`config.mk`:
```
export PLATFORM = sky130hd
export DESIGN_NAME = usr_seq_nb
export DESIGN_NICKNAME = d
export VERILOG_FILES = /design/src/rtl/usr_seq_nb.sv
export SDC_FILE = /design/constraint.sdc
export NUM_CORES = 1
export LEC_CHECK = 0
export ABC_AREA = 1
export CAP_MARGIN = 20
export CORE_ASPECT_RATIO = 1.4
export CORE_MARGIN = 4
export CORE_UTILIZATION = 53
export CTS_BUF_LIST = sky130_fd_sc_hd__clkbuf_4 sky130_fd_sc_hd__clkbuf_8 sky130_fd_sc_hd__clkbuf_16
export DETAILED_ROUTE_END_ITERATION = 16
export PLACE_DENSITY_LB_ADDON = 0.1
export SLEW_MARGIN = 25
export SYNTH_ARGS = -nofsm -noshare
export SYNTH_HDL_FRONTEND = slang
export SYNTH_SLANG_ARGS = --single-unit
```
`constraint.sdc`:
```
create_clock -name clk -period 2.9 [get_ports clk]
set_input_delay 0.29 -clock clk [delete_from_list [all_inputs] [get_ports clk]]
set_output_delay 0.29 -clock clk [all_outputs]
set_load 0.02 [all_outputs]
```
`src/rtl/usr_seq_nb.sv`:
```
// Multi-cycle universal shift register: load/clear/hold in one edge, shifts one bit per edge.
// Optional carry-out register is built when USR_SEQ_CARRY_EN is defined.
module usr_seq_nb #(
  parameter int unsigned N  = 8,
  parameter int unsigned AW = 3
) (
  input  logic          clk,
  input  logic          clr,
  input  logic          start,
  input  logic [2:0]    op,
  input  logic [AW-1:0] amt,
  input  logic [N-1:0]  data_in,
  input  logic          dbit,
  output logic [N-1:0]  data_out,
  output logic          busy,
  output logic          done
`ifdef USR_SEQ_CARRY_EN
  ,
  output logic          carry
`endif
);

  localparam logic [2:0] OpHold = 3'd0;
  localparam logic [2:0] OpLoad = 3'd1;
  localparam logic [2:0] OpShl  = 3'd2;
  localparam logic [2:0] OpShr  = 3'd3;
  localparam logic [2:0] OpRol  = 3'd4;
  localparam logic [2:0] OpRor  = 3'd5;
  localparam logic [2:0] OpAsr  = 3'd6;
  localparam logic [2:0] OpClr  = 3'd7;

  typedef enum logic [0:0] {StIdle, StShift} state_e;

  state_e        state_q, state_d;
  logic [AW-1:0] cnt_q, cnt_d;
  logic [2:0]    op_q, op_d;
  logic [N-1:0]  data_q, data_d;
  logic          done_q, done_d;

  function automatic logic [N-1:0] step(input logic [2:0] o, input logic [N-1:0] d,
                                        input logic fill);
    case (o)
      OpShl:   step = {d[N-2:0], fill};
      OpShr:   step = {fill, d[N-1:1]};
      OpRol:   step = {d[N-2:0], d[N-1]};
      OpRor:   step = {d[0], d[N-1:1]};
      OpAsr:   step = {d[N-1], d[N-1:1]};
      default: step = d;
    endcase
  endfunction

  always_ff @(posedge clk or posedge clr) begin
    if (clr) begin
      state_q <= StIdle;
      cnt_q   <= '0;
      op_q    <= OpHold;
      data_q  <= '0;
      done_q  <= 1'b0;
    end else begin
      state_q <= state_d;
      cnt_q   <= cnt_d;
      op_q    <= op_d;
      data_q  <= data_d;
      done_q  <= done_d;
    end
  end

  always_comb begin
    state_d = state_q;
    cnt_d   = cnt_q;
    op_d    = op_q;
    data_d  = data_q;
    done_d  = 1'b0;
    unique case (state_q)
      StIdle: begin
        if (start) begin
          unique case (op)
            OpHold: done_d = 1'b1;
            OpLoad: begin
              data_d = data_in;
              done_d = 1'b1;
            end
            OpClr: begin
              data_d = '0;
              done_d = 1'b1;
            end
            OpShl, OpShr, OpRol, OpRor, OpAsr: begin
              if (amt == '0) begin
                done_d = 1'b1;
              end else begin
                op_d    = op;
                cnt_d   = amt;
                state_d = StShift;
              end
            end
          endcase
        end
      end
      StShift: begin
        data_d = step(op_q, data_q, dbit);
        cnt_d  = cnt_q - AW'(1);
        if (cnt_q == AW'(1)) begin
          state_d = StIdle;
          done_d  = 1'b1;
        end
      end
    endcase
  end

  always_comb begin
    data_out = data_q;
    busy     = (state_q == StShift);
    done     = done_q;
  end

`ifdef USR_SEQ_CARRY_EN
  logic carry_q, carry_d;

  // Captures the bit leaving the register on each step; load and sync clear zero it.
  always_comb begin
    carry_d = carry_q;
    if (state_q == StShift) begin
      carry_d = (op_q == OpShl || op_q == OpRol) ? data_q[N-1] : data_q[0];
    end else if (start && (op == OpLoad || op == OpClr)) begin
      carry_d = 1'b0;
    end
  end

  always_ff @(posedge clk or posedge clr) begin
    if (clr) carry_q <= 1'b0;
    else     carry_q <= carry_d;
  end

  assign carry = carry_q;
`endif

endmodule
```
### After elaboration in Yosys (flattened, before gate mapping)

Index checks and enable logic that the tools add are counted.

* output and inout bits: 10
* input port bits: 18
* register bits: 16
* ROM bits: 0
* latch bits: 0
* logic and storage cells: 55
* RAM bits: 0
* memories kept: 0

* mux-type cells: 18
* reduce and logical (&&, ||, !) cells: 8
* divide/modulo/power cells: 0
* multipliers: 0
* equality and inequality tests: 20
* magnitude comparators: 0
* shift operators: 0
* bitwise operators: 2
* add/subtract/negate cells: 1

Operators with widths (number)
* 8-bit case mux with 5 select lines: 1
* 8-bit case mux with 2 select lines: 2
* 3-bit equality test, second input constant: 7
* 3-bit by 2-bit equality test with 1-bit output, second input constant: 4
* 3-bit 2-to-1 mux: 3
* 8-bit 2-to-1 mux: 1
* 4-bit AND reduction: 2
* 1-bit 2-to-1 mux: 7
* 3-bit by 1-bit equality test with 1-bit output, second input constant: 2
* 3-bit zero test: 2
* 2-bit != test, second input constant: 3
* 6-bit by 1-bit != test with 1-bit output, second input constant: 1
* 1-bit case mux with 2 select lines: 3
* 3-bit case mux with 2 select lines: 1
* 3-bit AND reduction: 2
* 5-bit by 1-bit != test with 1-bit output, second input constant: 1
* 5-bit OR reduction: 1
* 3-bit by 1-bit != test with 1-bit output, second input constant: 1
* 3-bit OR reduction: 1
* 3-bit by 1-bit subtractor with 3-bit output, second input constant: 1
* 2-bit by 1-bit != test with 1-bit output, second input constant: 1
* 1-bit inverter: 2

### Logic depth before layout (Yosys ltp)

Gate-level depths: netlist (run 1).

* depth after elaboration: 5
* gate-level depth with buffers: 10
* depth with buffers taken out: 9

### Least setup slack after synthesis (run 1)

Ideal clock, no wire load.

* kind: reg2reg
* start point: register state_q (netlist: busy)
* end point: register data_q[3] (netlist: data_out[3])
* slack: 1.570 ns
* clock period less this slack: 1.330 ns
* arrival time: 1.257 ns
* cell stages (with the launch flop): 8
* setup time: 0.073 ns
* path buffers: 1
* required time: 2.827 ns
* cell sequence: dfrtp_1 > inv_1 > nand2_1 > o21ai_4 > buf_8 > nand2_2 > clkinv_1 > a21oi_2

* cells in the longest elaborated chain, start to end: 3
* elaborated cells between the ends (all ways): 6
* classes of those cells: eq/ne (3); mux (1); bitwise (1); reduce/logical (1)

Ends and longest elaborated chain
* start: declaration: RTL line 34 `state_e state_q, state_d;`
* start signal: assignment: RTL line 54 `state_q <= StIdle;`
* start signal: assignment: RTL line 60 `state_q <= state_d;`
* 1-bit inverter (no source line)
* 3-bit by 1-bit != test with 1-bit output (no source line) or 2-bit != test (tied branches)
* 3-bit AND reduction (no source line)
* end signal: assignment: RTL line 63 `data_q <= data_d;`
* end: declaration: RTL line 37 `logic [N-1:0] data_q, data_d;`

Several ways; a longest one is shown, not always the timed one.
A chain may end at the register's enable or synchronous reset.

### Final worst setup path (run 1)

* start point: register state_q (netlist: busy)
* end point: output port busy

RTL lines
* end: declaration: RTL line 15 `output logic busy,`

No word-level cell between the ends.

==> flow_summary.html, run 1 <==
<table>
<tr><th>Metric</th><th>Value</th></tr>
<tr><th colspan="2">Place</th></tr>
<tr><td>Last weighted congestion value of the routability-driven placer</td><td>0.773</td></tr>
<tr><td>Port bufs</td><td>27</td></tr>
<tr><td>Post-Place Cell Area</td><td>~0.0015 mm²</td></tr>
<tr><td>Post-DP HPWL</td><td>1.99 mm</td></tr>
<tr><td>Dpl cells</td><td>~220</td></tr>
<tr><th colspan="2">Logic synthesis</th></tr>
<tr><td>Number of flops mapped to enable cells by yosys</td><td>0</td></tr>
<tr><td>Cell type with the largest total area after synthesis</td><td>sky130_fd_sc_hd__dfrtp_1</td></tr>
<tr><td>Ranking of synthesized cells by area</td><td>sky130_fd_sc_hd__dfrtp_1, sky130_fd_sc_hd__nand2_1, sky130_fd_sc_hd__inv_1, sky130_fd_sc_hd__nand3_1, sky130_fd_sc_hd__a21oi_2</td></tr>
<tr><td>Number of register bits inferred by synthesis</td><td>16</td></tr>
<tr><td>Cell with the most instances after synthesis</td><td>sky130_fd_sc_hd__nand2_1</td></tr>
<tr><td>Area share of the leading cell type in the synthesized netlist</td><td>33.1%</td></tr>
<tr><td>Synth async-reset ratio</td><td>100%</td></tr>
<tr><td>Mean instance size in the synthesized netlist</td><td>between 6 and 7 µm²</td></tr>
<tr><td>Combined area of all synthesized cells</td><td>0.00121 mm²</td></tr>
<tr><td>Top cells by instance count after synthesis</td><td>sky130_fd_sc_hd__nand2_1, sky130_fd_sc_hd__inv_1, sky130_fd_sc_hd__dfrtp_1</td></tr>
<tr><td>Most instantiated flip-flop cell in the synthesis netlist</td><td>sky130_fd_sc_hd__dfrtp_1</td></tr>
<tr><td>Warnings from Yosys</td><td>0</td></tr>
<tr><td>Net Count, Synth</td><td>approximately 200</td></tr>
<tr><td>Count of unique library cells instantiated by Yosys</td><td>22</td></tr>
<tr><td>Post-synthesis sequential area ratio</td><td>between 30 and 40%</td></tr>
<tr><td>Synthesized instance count</td><td>about 180</td></tr>
<tr><th colspan="2">Power</th></tr>
<tr><td>Leakage power figure</td><td>just over 0.8 nW</td></tr>
<tr><td>Internal power</td><td>roughly 0.00087 W</td></tr>
<tr><td>Final Power</td><td>around 0.0017 W</td></tr>
<tr><td>Peak supply drop</td><td>0.628 mV</td></tr>
<tr><td>Total power divided by cell area</td><td>roughly 1200 mW/mm²</td></tr>
<tr><td>Clock network fraction of total power</td><td>9.1%</td></tr>
<tr><td>Switching part of the total power</td><td>approximately half</td></tr>
<tr><td>Combinational cell fraction of total power</td><td>62.6%</td></tr>
<tr><td>Sw Pwr</td><td>a little under 0.0009 W</td></tr>
<tr><td>Sequential fraction of design power</td><td>roughly 28%</td></tr>
<tr><th colspan="2">Floorplanning</th></tr>
<tr><td>Initial core utilization</td><td>approximately 56%</td></tr>
<tr><td>Number of core rows</td><td>20</td></tr>
<tr><td>Core area</td><td>0.00218 mm²</td></tr>
<tr><td>Die ar.</td><td>approximately 0.0031 mm²</td></tr>
<tr><td>Horizontal extent of the die</td><td>a little under 50 µm</td></tr>
<tr><td>Vert. Die Dim</td><td>~65 µm</td></tr>
<tr><td>Number of top-level pins</td><td>28</td></tr>
<tr><th colspan="2">GRT</th></tr>
<tr><td>Pin count of the biggest net entering global routing</td><td>17</td></tr>
<tr><td>Global-route wire length before repair</td><td>~4.6 mm</td></tr>
<tr><td>Via count of the first global-routing pass</td><td>between 1000 and 1500</td></tr>
<tr><td>Overflow left after global routing</td><td>0</td></tr>
<tr><td>Gr usage total</td><td>18.1%</td></tr>
<tr><td>Number of antenna violations at the first check in global routing</td><td>0</td></tr>
<tr><th colspan="2">Routing</th></tr>
<tr><td>Antenna-violating nets left</td><td>0</td></tr>
<tr><td>Average wire per cell in the routed design</td><td>11.5 µm</td></tr>
<tr><td>Iter 0 DRT Violations</td><td>14</td></tr>
<tr><td>Count of vias placed by the detailed router</td><td>1159</td></tr>
<tr><td>Wire length after detailed routing</td><td>around 2.6 mm</td></tr>
<tr><td>Vias per inst</td><td>5.13</td></tr>
<tr><td>Number of iterations in the first detailed-routing pass</td><td>4</td></tr>
<tr><td>DRC Markers</td><td>0</td></tr>
<tr><th colspan="2">STA</th></tr>
<tr><td>Worst slew margin relative to its limit</td><td>approximately 57%</td></tr>
<tr><td>Worst hold slack</td><td>between 0.3 and 0.4 ns</td></tr>
<tr><td>Maximum clock frequency</td><td>0.508 GHz</td></tr>
<tr><td>Min cycle time layout</td><td>1.97 ns</td></tr>
<tr><td>RSZ-0062 raised after global routing</td><td>false</td></tr>
<tr><td>Period utilisation layout</td><td>67.9%</td></tr>
<tr><td>Fin. Hold Viols</td><td>0</td></tr>
<tr><td>Setup violators final</td><td>0</td></tr>
<tr><td>Transition at the pin with the smallest max-transition slack</td><td>approximately 0.64 ns</td></tr>
<tr><td>Final clock skew</td><td>roughly 0.0015 ns</td></tr>
<tr><td>Pins Over Slew Limit</td><td>0</td></tr>
<tr><td>Setup TNS Final</td><td>0 ns</td></tr>
<tr><th colspan="2">Layout</th></tr>
<tr><td>Layout Cell Area excl Fill</td><td>between 0.001 and 0.0015 mm²</td></tr>
<tr><td>Layout Cells excl Fill</td><td>226</td></tr>
<tr><td>Multi-input gate area in the final layout</td><td>approximately 620 µm²</td></tr>
<tr><td>Total inserted antenna cells</td><td>0</td></tr>
<tr><td>Area used by sequential logic in the layout</td><td>400 µm²</td></tr>
<tr><td>Area overhead of the layout relative to synthesis</td><td>23.6%</td></tr>
<tr><td>Share of layout cells above drive strength 1</td><td>approximately 15%</td></tr>
<tr><td>Filler cell count</td><td>around 180</td></tr>
<tr><td>Fin nets</td><td>225</td></tr>
<tr><th colspan="2">Worst setup path</th></tr>
<tr><td>Longest individual stage delay on the worst path</td><td>0.70 ns</td></tr>
<tr><td>Type of element capturing the critical path</td><td>output pin</td></tr>
<tr><td>Cell type of the slowest stage on the worst timing path</td><td>sky130_fd_sc_hd__clkdlybuf4s50_1</td></tr>
<tr><td>Req. time, crit path</td><td>~2.6 ns</td></tr>
<tr><td>Kind of critical path</td><td>reg -&gt; out</td></tr>
<tr><td>Arrival time of data at the critical path endpoint</td><td>roughly 1.7 ns</td></tr>
<tr><td>Buf+Inv Stages, Crit Path</td><td>1</td></tr>
<tr><td>Sort of element at the start of the critical path</td><td>flop</td></tr>
<tr><td>CP max FO</td><td>13</td></tr>
<tr><td>Count of cells along the worst register-to-register path</td><td>4</td></tr>
<tr><td>Cells along the critical path</td><td>clkdlybuf4s50_1</td></tr>
<tr><td>Endpoint of the worst-slack reg-to-reg timing path</td><td>busy</td></tr>
<tr><td>CP delay by family, top</td><td>buffers and inverters</td></tr>
<tr><td>Launch point of the worst reg-to-reg path</td><td>busy</td></tr>
<tr><td>Worst-case register-to-register setup slack</td><td>around 1.2 ns</td></tr>
<tr><th colspan="2">Clock tree</th></tr>
<tr><td>TritonCTS clock tree</td><td>yes</td></tr>
<tr><td>TritonCTS buffer count</td><td>3</td></tr>
<tr><td>Maximum clock path buffer count</td><td>2</td></tr>
<tr><td>Post-CTS setup repair buffer count</td><td>0</td></tr>
<tr><td>Hold bufs inserted after CTS</td><td>0</td></tr>
<tr><td>Root buffer cell</td><td>sky130_fd_sc_hd__clkbuf_4</td></tr>
<tr><td>Number of H-tree levels</td><td>1</td></tr>
<tr><td>Clock-pin slew on the worst setup and hold paths</td><td>0.10 ns</td></tr>
<tr><td>Clock sink count</td><td>16</td></tr>
<tr><td>Resized cells post-CTS</td><td>0</td></tr>
<tr><td>Worst-Skew Late Latency</td><td>about 0.30 ns</td></tr>
<tr><th colspan="2">Flow run</th></tr>
<tr><td>Max-cap check violation count</td><td>0</td></tr>
<tr><th colspan="2">Run status</th></tr>
<tr><td>Outcome</td><td>finished, final reports clean</td></tr>
<tr><th colspan="2">Worst hold path</th></tr>
<tr><td>Type of the most critical hold path</td><td>in -&gt; async</td></tr>
</table>
## placed cells by master, fill, tap and decap left out
master | Yosys | final
sky130_fd_sc_hd__clkbuf_8 | 0 | 1
sky130_fd_sc_hd__o21ai_4 | 1 | 1
sky130_fd_sc_hd__nand4_1 | 1 | 1
sky130_fd_sc_hd__or2_2 | 2 | 2
sky130_fd_sc_hd__nand3_2 | 2 | 2
sky130_fd_sc_hd__a21oi_2 | 7 | 7
sky130_fd_sc_hd__ha_1 | 2 | 2
sky130_fd_sc_hd__clkbuf_4 | 0 | 3
sky130_fd_sc_hd__nand2_4 | 1 | 1
sky130_fd_sc_hd__nor2_1 | 14 | 14
sky130_fd_sc_hd__inv_2 | 1 | 1
sky130_fd_sc_hd__a21oi_1 | 5 | 5
sky130_fd_sc_hd__nand3_4 | 1 | 1
sky130_fd_sc_hd__clkdlybuf4s50_1 | 0 | 27
sky130_fd_sc_hd__inv_1 | 34 | 34
sky130_fd_sc_hd__nand3_1 | 15 | 15
sky130_fd_sc_hd__nor2_2 | 8 | 8
sky130_fd_sc_hd__clkinv_1 | 3 | 3
sky130_fd_sc_hd__o21ai_0 | 5 | 5
sky130_fd_sc_hd__nand2_1 | 50 | 50
sky130_fd_sc_hd__dfrtp_1 | 16 | 16
sky130_fd_sc_hd__xor2_1 | 1 | 1
sky130_fd_sc_hd__nand2_2 | 4 | 4
## layout make-up
| class | count | area share, % |
|---|---|---|
| timing repair buffer | 27 | 18.1 |
| tap | 22 | 1.84 |
| inverter | 38 | 9.53 |
| multi-input combinational | 119 | 41.4 |
| clock buffer | 4 | 2.42 |
| sequential | 16 | 26.8 |
## stage by stage
step	util (%)	worst slack (ns)
after global routing	68.7	0.869
after detailed placement	67.1	1.11
after floorplan	-	1.57
final	68.7	0.930
after global placement	67.1	1.22
after CTS	68.7	0.922
## power by group through the flow
stage	Clock (W)	Sequential, W	Combinational, W
floorplan	0	0.000520	0.000834
global placement	0	0.000495	0.00108
detailed placement	0	0.000499	0.00110
CTS	0.000163	0.000494	0.00111
global route	0.000171	0.000518	0.00123
finish	0.000159	0.000495	0.00109
## worst register-to-register path: cells and delay by family (launching register included)
kind / cells / cell delay, ns
simple gates: 2 / 0.52
flops: 1 / 0.67
buf+inv: 2 / 0.38
## logic make-up after synthesis
group                    Yosys count  synth area share [%]
XOR/XNOR                           1                 0.723
AND/OR/NAND/NOR                   98                  37.8
adder cells (fa/ha/maj)            2                  2.07
AO/OA/AOI/OAI                     18                  10.5
flip-flops                        16                  33.1
buffers and inverters             42                  15.8
## worst max-delay path by stage
| stage | cells past startpoint | to | startpoint | slack (ns) |
|---|---|---|---|---|
| 3_3_place_gp | 7 | busy | op[0] | 1.22 |
| 4_1_cts | 1 | busy | busy | 0.92 |
| 5_1_grt | 1 | busy | busy | 0.87 |
| 6_report | 1 | busy | busy | 0.93 |
| 2_1_floorplan | 7 | data_out[3] | busy | 1.57 |
| 3_5_place_dp | 7 | busy | op[0] | 1.11 |
## registers in the layout, summed over array words and instances, names as in the netlist
register	count
busy	1
cnt_q	3
data_out	8
done	1
op_q	3
## per-layer routing
metal | global-route usage [%] | routed length (µm) | share of wire (%)
met1 | 19.7 | 1030 | 40
met2 | 33.2 | 1360 | 52
met3 | 3.68 | 159 | 6.1
met4 | 7.61 | 44 | 1.7
met5 | 0 | 0 | 0
No activity file was read; power rests on OpenSTA's default activity.
==> inputs of run 2 (changes only) <==
--- a/config.mk
+++ b/config.mk
@@ -9,7 +9,7 @@
 export CAP_MARGIN = 20
 export CORE_ASPECT_RATIO = 1.4
 export CORE_MARGIN = 4
-export CORE_UTILIZATION = 53
+export CORE_UTILIZATION = 45
 export CTS_BUF_LIST = sky130_fd_sc_hd__clkbuf_4 sky130_fd_sc_hd__clkbuf_8 sky130_fd_sc_hd__clkbuf_16
 export DETAILED_ROUTE_END_ITERATION = 16
 export PLACE_DENSITY_LB_ADDON = 0.1
==> constraint.sdc (replaced) <==
create_clock -name clk -period 1.7 [get_ports clk]
set_input_delay 0.17 -clock clk [delete_from_list [all_inputs] [get_ports clk]]
set_output_delay 0.17 -clock clk [all_outputs]
set_load 0.02 [all_outputs]
==> run 2 against run 1 <==
Against the previous run:
- sequential share of layout area decreased by 1.0 points
- critical path depth unchanged
- sequential power increased by 68%
- final area increased by 4.3%
- first-iteration DRC count decreased by 29%
- combinational power increased by 85%
- clock-buffer cell count decreased by 1
- non-clock buffer count increased by 8
- routed wire length increased by 3.6%
- critical path type unchanged
- largest cell class unchanged
==> flow_summary.html, run 2 (synthesis results as in run 1) <==
<table>
<tr><th>Metric</th><th>Value</th></tr>
<tr><th colspan="2">Worst hold path</th></tr>
<tr><td>Type of the most critical hold path</td><td>in -&gt; async (unchanged)</td></tr>
<tr><th colspan="2">STA</th></tr>
<tr><td>Maximum clock frequency</td><td>approximately 0.63 GHz</td></tr>
<tr><td>Final clock skew</td><td>0.00154 ns (was 0.00153 ns)</td></tr>
<tr><td>Period utilisation layout</td><td>93.2%</td></tr>
<tr><td>Fin. Hold Viols</td><td>0 (unchanged)</td></tr>
<tr><td>Pins Over Slew Limit</td><td>0 (unchanged)</td></tr>
<tr><td>Setup violators final</td><td>0 (unchanged)</td></tr>
<tr><td>RSZ-0062 raised after global routing</td><td>false (unchanged)</td></tr>
<tr><td>Worst slew margin relative to its limit</td><td>81.0% (was 57.2%)</td></tr>
<tr><td>Worst hold slack</td><td>0.183 ns (was 0.366 ns)</td></tr>
<tr><td>Min cycle time layout</td><td>between 1.5 and 2 ns</td></tr>
<tr><td>Setup TNS Final</td><td>0 ns (unchanged)</td></tr>
<tr><td>Transition at the pin with the smallest max-transition slack</td><td>0.286 ns (was 0.642 ns)</td></tr>
<tr><th colspan="2">Layout</th></tr>
<tr><td>Total inserted antenna cells</td><td>0 (unchanged)</td></tr>
<tr><td>Commonest cells after routing, fill and taps aside</td><td>sky130_fd_sc_hd__nand2_1, sky130_fd_sc_hd__inv_1, sky130_fd_sc_hd__clkdlybuf4s50_1 (unchanged)</td></tr>
<tr><td>Most common cell after layout, fill and taps aside</td><td>sky130_fd_sc_hd__nand2_1 (unchanged)</td></tr>
<tr><td>Area overhead of the layout relative to synthesis</td><td>28.9% (was 23.6%)</td></tr>
<tr><td>Share of layout cells above drive strength 1</td><td>18.5% (was 15.2%)</td></tr>
<tr><td>Max FFs per register</td><td>8 (unchanged)</td></tr>
<tr><td>Fin nets</td><td>233 (was 225)</td></tr>
<tr><td>Filler cell count</td><td>270 (was 184)</td></tr>
<tr><th colspan="2">Clock tree</th></tr>
<tr><td>Worst-Skew Late Latency</td><td>0.29 ns (was 0.30 ns)</td></tr>
<tr><td>Maximum clock path buffer count</td><td>2 (unchanged)</td></tr>
<tr><td>TritonCTS clock tree</td><td>yes (unchanged)</td></tr>
<tr><td>Clock sink count</td><td>16 (unchanged)</td></tr>
<tr><td>Clock-pin slew on the worst setup and hold paths</td><td>0.10 ns (about the same)</td></tr>
<tr><td>Root buffer cell</td><td>sky130_fd_sc_hd__clkbuf_4 (unchanged)</td></tr>
<tr><td>Number of H-tree levels</td><td>1 (unchanged)</td></tr>
<tr><td>Hold bufs inserted after CTS</td><td>0 (unchanged)</td></tr>
<tr><td>TritonCTS buffer count</td><td>3 (unchanged)</td></tr>
<tr><th colspan="2">Floorplanning</th></tr>
<tr><td>Initial core utilization</td><td>46.3% (was 55.6%)</td></tr>
<tr><td>Vert. Die Dim</td><td>69.4 µm (was 64.6 µm)</td></tr>
<tr><td>Core area</td><td>0.00262 mm² (was 0.00218 mm²)</td></tr>
<tr><td>Number of core rows</td><td>22 (was 20)</td></tr>
<tr><td>Horizontal extent of the die</td><td>51.8 µm (was 48.4 µm)</td></tr>
<tr><td>Die ar.</td><td>0.00360 mm² (was 0.00312 mm²)</td></tr>
<tr><td>Number of top-level pins</td><td>28 (unchanged)</td></tr>
<tr><th colspan="2">Power</th></tr>
<tr><td>Leakage power figure</td><td>0.846 nW (was 0.816 nW)</td></tr>
<tr><td>Clock network fraction of total power</td><td>6.9% (was 9.1%)</td></tr>
<tr><td>Sequential fraction of design power</td><td>27.2% (was 28.3%)</td></tr>
<tr><td>Internal power</td><td>0.00155 W (was 0.000869 W)</td></tr>
<tr><td>Peak supply drop</td><td>0.978 mV (was 0.628 mV)</td></tr>
<tr><td>Switching part of the total power</td><td>49.5% (was 50.2%)</td></tr>
<tr><td>Total power divided by cell area</td><td>1960 mW/mm² (was 1170 mW/mm²)</td></tr>
<tr><td>Combinational cell fraction of total power</td><td>66.0% (was 62.6%)</td></tr>
<tr><td>Sw Pwr</td><td>0.00152 W (was 0.000877 W)</td></tr>
<tr><th colspan="2">Worst setup path</th></tr>
<tr><td>Arrival time of data at the critical path endpoint</td><td>1.41 ns (was 1.68 ns)</td></tr>
<tr><td>Longest individual stage delay on the worst path</td><td>0.64 ns (was 0.70 ns)</td></tr>
<tr><td>CP max FO</td><td>8 (was 13)</td></tr>
<tr><td>Buf+Inv Stages, Crit Path</td><td>1 (unchanged)</td></tr>
<tr><td>Type of element capturing the critical path</td><td>output pin (unchanged)</td></tr>
<tr><td>Cell type of the slowest stage on the worst timing path</td><td>sky130_fd_sc_hd__clkdlybuf4s50_1 (unchanged)</td></tr>
<tr><td>Worst-case register-to-register setup slack</td><td>0.23 ns (was 1.22 ns)</td></tr>
<tr><td>Cells along the critical path</td><td>clkdlybuf4s50_1 (unchanged)</td></tr>
<tr><td>Req. time, crit path</td><td>1.53 ns (was 2.61 ns)</td></tr>
<tr><td>CP delay by family, top</td><td>buffers and inverters (unchanged)</td></tr>
<tr><td>Kind of critical path</td><td>reg -&gt; out (unchanged)</td></tr>
<tr><td>Sort of element at the start of the critical path</td><td>flop (unchanged)</td></tr>
<tr><th colspan="2">Routing</th></tr>
<tr><td>Count of vias placed by the detailed router</td><td>1156 (was 1159)</td></tr>
<tr><td>Antenna-violating nets left</td><td>0 (unchanged)</td></tr>
<tr><td>DRC Markers</td><td>0 (unchanged)</td></tr>
<tr><td>Number of iterations in the first detailed-routing pass</td><td>4 (unchanged)</td></tr>
<tr><td>Iter 0 DRT Violations</td><td>10 (was 14)</td></tr>
<tr><td>Wire length after detailed routing</td><td>2.70 mm (was 2.60 mm)</td></tr>
<tr><td>Average wire per cell in the routed design</td><td>10.9 µm (was 11.5 µm)</td></tr>
<tr><td>Vias per inst</td><td>4.68 (was 5.13)</td></tr>
<tr><th colspan="2">GRT</th></tr>
<tr><td>Via count of the first global-routing pass</td><td>1122 (was 1119)</td></tr>
<tr><td>Overflow left after global routing</td><td>0 (unchanged)</td></tr>
<tr><td>Pin count of the biggest net entering global routing</td><td>17 (unchanged)</td></tr>
<tr><td>Gr usage total</td><td>16.3% (was 18.1%)</td></tr>
<tr><td>Number of antenna violations at the first check in global routing</td><td>0 (unchanged)</td></tr>
<tr><td>Global-route wire length before repair</td><td>4.62 mm (was 4.60 mm)</td></tr>
<tr><th colspan="2">Place</th></tr>
<tr><td>Last weighted congestion value of the routability-driven placer</td><td>0.769 (was 0.773)</td></tr>
<tr><td>Post-DP HPWL</td><td>2.10 mm (was 1.99 mm)</td></tr>
<tr><td>Port bufs</td><td>27 (unchanged)</td></tr>
<tr><th colspan="2">Flow run</th></tr>
<tr><td>Max-cap check violation count</td><td>0 (unchanged)</td></tr>
<tr><th colspan="2">Run status</th></tr>
<tr><td>Outcome</td><td>finished, final reports clean (unchanged)</td></tr>
</table>
[run 2: changes by cell type in the layout (fill, tap and decap cells not counted)]
cell                       change
sky130_fd_sc_hd__buf_4         +8
sky130_fd_sc_hd__clkbuf_8      -1
sky130_fd_sc_hd__dfrtp_1       -1
sky130_fd_sc_hd__dfrtp_2       +1
[run 2: repair_timing]
action,4_1_cts,5_1_grt
gates resized for setup,1,0
setup endpoints to repair,1,4
setup buffers,0,2
pin swaps,0,1
[run 2: cell type report]
class	count	area (µm²)	share of cell area [%]
multi-input cells	119	619	39.7
flip-flops and latches	16	402	25.7
repair buffers	35	330	21.2
inverters	38	143	9.13
well taps	36	45.0	2.88
clock buffers	3	22.5	1.44
[run 2: power groups by stage]
stage               Combinational (W)  Sequential (W)  Clock, W
finish                        0.00202        0.000833  0.000211
global route                  0.00228        0.000865  0.000227
CTS                           0.00199        0.000836  0.000215
detailed placement            0.00198        0.000839         0
global placement              0.00194        0.000827         0
floorplan                     0.00142        0.000887         0
[run 2: layer usage]
layer / track usage, % / routed length (µm) / vias to the layer above
met5: 0 / 0 / -
met4: 7.58 / 44 / 0
met1: 18.7 / 1130 / 526
met3: 2.15 / 101 / 6
li1: - / - / 601
met2: 28.4 / 1420 / 23
[run 2: path summary, 6_finish.rpt]
check / depth (start not counted) / startpoint / to
worst max register to register: 8 / op_q[1] / data_out[6]
worst min register to register: 2 / cnt_q[1] / cnt_q[1]
max in group asynchronous: 3 / clr / busy
worst max-delay path: 1 / busy / busy
min in group clk: 3 / amt[0] / cnt_q[0]
worst min-delay path: 3 / clr / data_out[5]
[run 2: through the flow]
| stage | setup WS (ns) | instances | cell area (µm²) | util, % | power (W) |
|---|---|---|---|---|---|
| final | 0.115 | 247 | 1560 | 59.7 | 0.00307 |
| after global routing | 0.0624 | 247 | 1560 | 59.7 | 0.00337 |
| after CTS | 0.0917 | 245 | 1550 | 59.1 | 0.00304 |
| after detailed placement | 0.102 | 242 | 1520 | 58.2 | 0.00282 |
| after global placement | 0.133 | 242 | 1520 | 58.2 | 0.00276 |
| after floorplan | 0.370 | 177 | 1210 | - | 0.00231 |
==> inputs of run 3 (changes only) <==
--- a/config.mk
+++ b/config.mk
@@ -9,7 +9,7 @@
 export CAP_MARGIN = 20
 export CORE_ASPECT_RATIO = 1.4
 export CORE_MARGIN = 4
-export CORE_UTILIZATION = 45
+export CORE_UTILIZATION = 53
 export CTS_BUF_LIST = sky130_fd_sc_hd__clkbuf_4 sky130_fd_sc_hd__clkbuf_8 sky130_fd_sc_hd__clkbuf_16
 export DETAILED_ROUTE_END_ITERATION = 16
 export PLACE_DENSITY_LB_ADDON = 0.1
==> constraint.sdc (replaced) <==
create_clock -name clk -period 1.9 [get_ports clk]
set_input_delay 0.19 -clock clk [delete_from_list [all_inputs] [get_ports clk]]
set_output_delay 0.19 -clock clk [all_outputs]
set_load 0.02 [all_outputs]
==> run 3 against run 2 <==
Against the previous run:
- clock skew is 0.0029 ns higher
- die area down 13%
- sequential cell count unchanged
- critical path type unchanged
==> flow_summary.html, run 3 (synthesis results as in run 1) <==
<table>
<tr><th>Metric</th><th>Value</th></tr>
<tr><th colspan="2">Run status</th></tr>
<tr><td>Outcome</td><td>finished, final reports clean (unchanged)</td></tr>
<tr><th colspan="2">GRT</th></tr>
<tr><td>Via count of the first global-routing pass</td><td>1129 (was 1122)</td></tr>
<tr><td>Global-route wire length before repair</td><td>4.46 mm (was 4.62 mm)</td></tr>
<tr><td>Pin count of the biggest net entering global routing</td><td>17 (unchanged)</td></tr>
<tr><td>Number of antenna violations at the first check in global routing</td><td>0 (unchanged)</td></tr>
<tr><td>Overflow left after global routing</td><td>0 (unchanged)</td></tr>
<tr><td>Gr usage total</td><td>17.1% (was 16.3%)</td></tr>
<tr><th colspan="2">Flow run</th></tr>
<tr><td>Max-cap check violation count</td><td>0 (unchanged)</td></tr>
<tr><th colspan="2">Worst setup path</th></tr>
<tr><td>Cells along the critical path</td><td>buf_4 &gt; clkdlybuf4s50_1 (was clkdlybuf4s50_1)</td></tr>
<tr><td>Sort of element at the start of the critical path</td><td>flop (unchanged)</td></tr>
<tr><td>Req. time, crit path</td><td>1.71 ns (was 1.53 ns)</td></tr>
<tr><td>Arrival time of data at the critical path endpoint</td><td>1.42 ns (was 1.41 ns)</td></tr>
<tr><td>Longest individual stage delay on the worst path</td><td>0.61 ns (was 0.64 ns)</td></tr>
<tr><td>Count of cells along the worst register-to-register path</td><td>7 (was 8)</td></tr>
<tr><td>Kind of critical path</td><td>reg -&gt; out (unchanged)</td></tr>
<tr><td>Type of element capturing the critical path</td><td>output pin (unchanged)</td></tr>
<tr><td>Worst-case register-to-register setup slack</td><td>0.32 ns (was 0.23 ns)</td></tr>
<tr><td>Cell type of the slowest stage on the worst timing path</td><td>sky130_fd_sc_hd__clkdlybuf4s50_1 (unchanged)</td></tr>
<tr><td>Launch point of the worst reg-to-reg path</td><td>op_q[1] (unchanged)</td></tr>
<tr><td>Endpoint of the worst-slack reg-to-reg timing path</td><td>data_out[0] (was data_out[6])</td></tr>
<tr><td>CP max FO</td><td>6 (was 8)</td></tr>
<tr><th colspan="2">Clock tree</th></tr>
<tr><td>Root buffer cell</td><td>sky130_fd_sc_hd__clkbuf_4 (unchanged)</td></tr>
<tr><td>Hold bufs inserted after CTS</td><td>0 (unchanged)</td></tr>
<tr><td>Worst-Skew Late Latency</td><td>0.29 ns (about the same)</td></tr>
<tr><td>Clock-pin slew on the worst setup and hold paths</td><td>0.10 ns (about the same)</td></tr>
<tr><td>TritonCTS clock tree</td><td>yes (unchanged)</td></tr>
<tr><td>Number of H-tree levels</td><td>1 (unchanged)</td></tr>
<tr><td>Resized cells post-CTS</td><td>0 (was 1)</td></tr>
<tr><td>Maximum clock path buffer count</td><td>2 (unchanged)</td></tr>
<tr><td>Clock sink count</td><td>16 (unchanged)</td></tr>
<tr><td>TritonCTS buffer count</td><td>3 (unchanged)</td></tr>
<tr><td>Post-CTS setup repair buffer count</td><td>0 (unchanged)</td></tr>
<tr><th colspan="2">Place</th></tr>
<tr><td>Port bufs</td><td>27 (unchanged)</td></tr>
<tr><td>Post-DP HPWL</td><td>2.00 mm (was 2.10 mm)</td></tr>
<tr><td>Pre-CTS setup slack</td><td>0.218 ns (was 0.102 ns)</td></tr>
<tr><td>Post-Place Cell Area</td><td>0.00148 mm² (was 0.00152 mm²)</td></tr>
<tr><td>Last weighted congestion value of the routability-driven placer</td><td>0.783 (was 0.769)</td></tr>
<tr><th colspan="2">STA</th></tr>
<tr><td>Final clock skew</td><td>0.00440 ns (was 0.00154 ns)</td></tr>
<tr><td>Setup TNS Final</td><td>0 ns (unchanged)</td></tr>
<tr><td>Worst setup slack after layout</td><td>0.286 ns (was 0.115 ns)</td></tr>
<tr><td>Setup violators final</td><td>0 (unchanged)</td></tr>
<tr><td>RSZ-0062 raised after global routing</td><td>false (unchanged)</td></tr>
<tr><td>Maximum clock frequency</td><td>a little over 0.6 GHz</td></tr>
<tr><td>Transition at the pin with the smallest max-transition slack</td><td>0.637 ns (was 0.286 ns)</td></tr>
<tr><td>Period utilisation layout</td><td>between 80% and 90%</td></tr>
<tr><td>Pins Over Slew Limit</td><td>0 (unchanged)</td></tr>
<tr><td>Worst slew margin relative to its limit</td><td>57.5% (was 81.0%)</td></tr>
<tr><td>Fin. Hold Viols</td><td>0 (unchanged)</td></tr>
<tr><td>Min cycle time layout</td><td>1.61 ns</td></tr>
<tr><th colspan="2">Layout</th></tr>
<tr><td>Commonest cells after routing, fill and taps aside</td><td>sky130_fd_sc_hd__nand2_1, sky130_fd_sc_hd__inv_1, sky130_fd_sc_hd__clkdlybuf4s50_1 (unchanged)</td></tr>
<tr><td>Share of layout cells above drive strength 1</td><td>15.6% (was 18.5%)</td></tr>
<tr><td>Layout Cell Area excl Fill</td><td>0.00150 mm² (was 0.00156 mm²)</td></tr>
<tr><td>Total inserted antenna cells</td><td>0 (unchanged)</td></tr>
<tr><td>Most common cell after layout, fill and taps aside</td><td>sky130_fd_sc_hd__nand2_1 (unchanged)</td></tr>
<tr><td>Area overhead of the layout relative to synthesis</td><td>23.7% (was 28.9%)</td></tr>
<tr><td>Max FFs per register</td><td>8 (unchanged)</td></tr>
<tr><td>Fin nets</td><td>227 (was 233)</td></tr>
<tr><td>Filler cell count</td><td>192 (was 270)</td></tr>
<tr><th colspan="2">Floorplanning</th></tr>
<tr><td>Initial core utilization</td><td>55.6% (was 46.3%)</td></tr>
<tr><td>Number of core rows</td><td>20 (was 22)</td></tr>
<tr><td>Number of top-level pins</td><td>28 (unchanged)</td></tr>
<tr><td>Horizontal extent of the die</td><td>48.4 µm (was 51.8 µm)</td></tr>
<tr><td>Vert. Die Dim</td><td>64.6 µm (was 69.4 µm)</td></tr>
<tr><td>Core area</td><td>0.00218 mm² (was 0.00262 mm²)</td></tr>
<tr><td>Die ar.</td><td>0.00312 mm² (was 0.00360 mm²)</td></tr>
<tr><th colspan="2">Routing</th></tr>
<tr><td>Number of iterations in the first detailed-routing pass</td><td>4 (unchanged)</td></tr>
<tr><td>Iter 0 DRT Violations</td><td>35 (was 10)</td></tr>
<tr><td>Antenna-violating nets left</td><td>0 (unchanged)</td></tr>
<tr><td>DRC Markers</td><td>0 (unchanged)</td></tr>
<tr><td>Average wire per cell in the routed design</td><td>11.2 µm (was 10.9 µm)</td></tr>
<tr><td>Wire length after detailed routing</td><td>2.54 mm (was 2.70 mm)</td></tr>
<tr><td>Count of vias placed by the detailed router</td><td>1132 (was 1156)</td></tr>
<tr><td>Vias per inst</td><td>4.99 (was 4.68)</td></tr>
<tr><th colspan="2">Power</th></tr>
<tr><td>Peak supply drop</td><td>0.895 mV (was 0.978 mV)</td></tr>
<tr><td>Total power divided by cell area</td><td>1770 mW/mm² (was 1960 mW/mm²)</td></tr>
<tr><td>Leakage power figure</td><td>0.819 nW (was 0.846 nW)</td></tr>
<tr><td>Final Power</td><td>0.00264 W (was 0.00307 W)</td></tr>
<tr><th colspan="2">Worst hold path</th></tr>
<tr><td>Type of the most critical hold path</td><td>in -&gt; async (unchanged)</td></tr>
</table>
run 3: worst max path at each step:
stage,slack (ns),end,start
2_1_floorplan,0.57,data_out[3],busy
3_3_place_gp,0.32,busy,op[0]
3_5_place_dp,0.22,busy,op[0]
4_1_cts,0.28,busy,busy
5_1_grt,0.16,data_out[2],op_q[1]
6_report,0.29,busy,busy
run 3: power by group:
group,internal [W],switching [W],leakage (nW)
clock,0.0000738,0.000114,0.0138
combinational,0.000715,0.00103,0.617
sequential,0.000523,0.000191,0.187
run 3: worst max-delay path: cells and delay by family, from the launching register on:
family / cells / cell delay (ns)
buffers and inverters: 2 / 0.77
flip-flops: 1 / 0.36
run 3: final cells by class:
cell class | instances | area [µm²] | share of cell area [%]
sequential | 16 | 400 | 26.7
inverter | 38 | 143 | 9.52
tap | 22 | 27.5 | 1.84
multi-input combinational | 119 | 619 | 41.4
timing repair buffer | 29 | 285 | 19.0
clock buffer | 3 | 22.5 | 1.50
run 3: per-stage QoR:
step | hold slack, ns | utilization (%) | std cells
4_1_cts | 0.297 | 68.8 | 227
3_3_place_gp | 0.483 | 67.8 | 224
6_report | 0.271 | 68.8 | 227
2_1_floorplan | 0.104 | - | 177
3_5_place_dp | 0.491 | 67.8 | 224
5_1_grt | 0.334 | 68.8 | 227
run 3: layer usage:
layer / GRT usage (%) / vias up / part of all wire (%)
met1: 18.1 / 514 / 40
met5: 0 / - / 0
met3: 3.22 / 4 / 5.4
li1: - / 589 / -
met4: 6.23 / 0 / 1.2
met2: 32.5 / 25 / 53
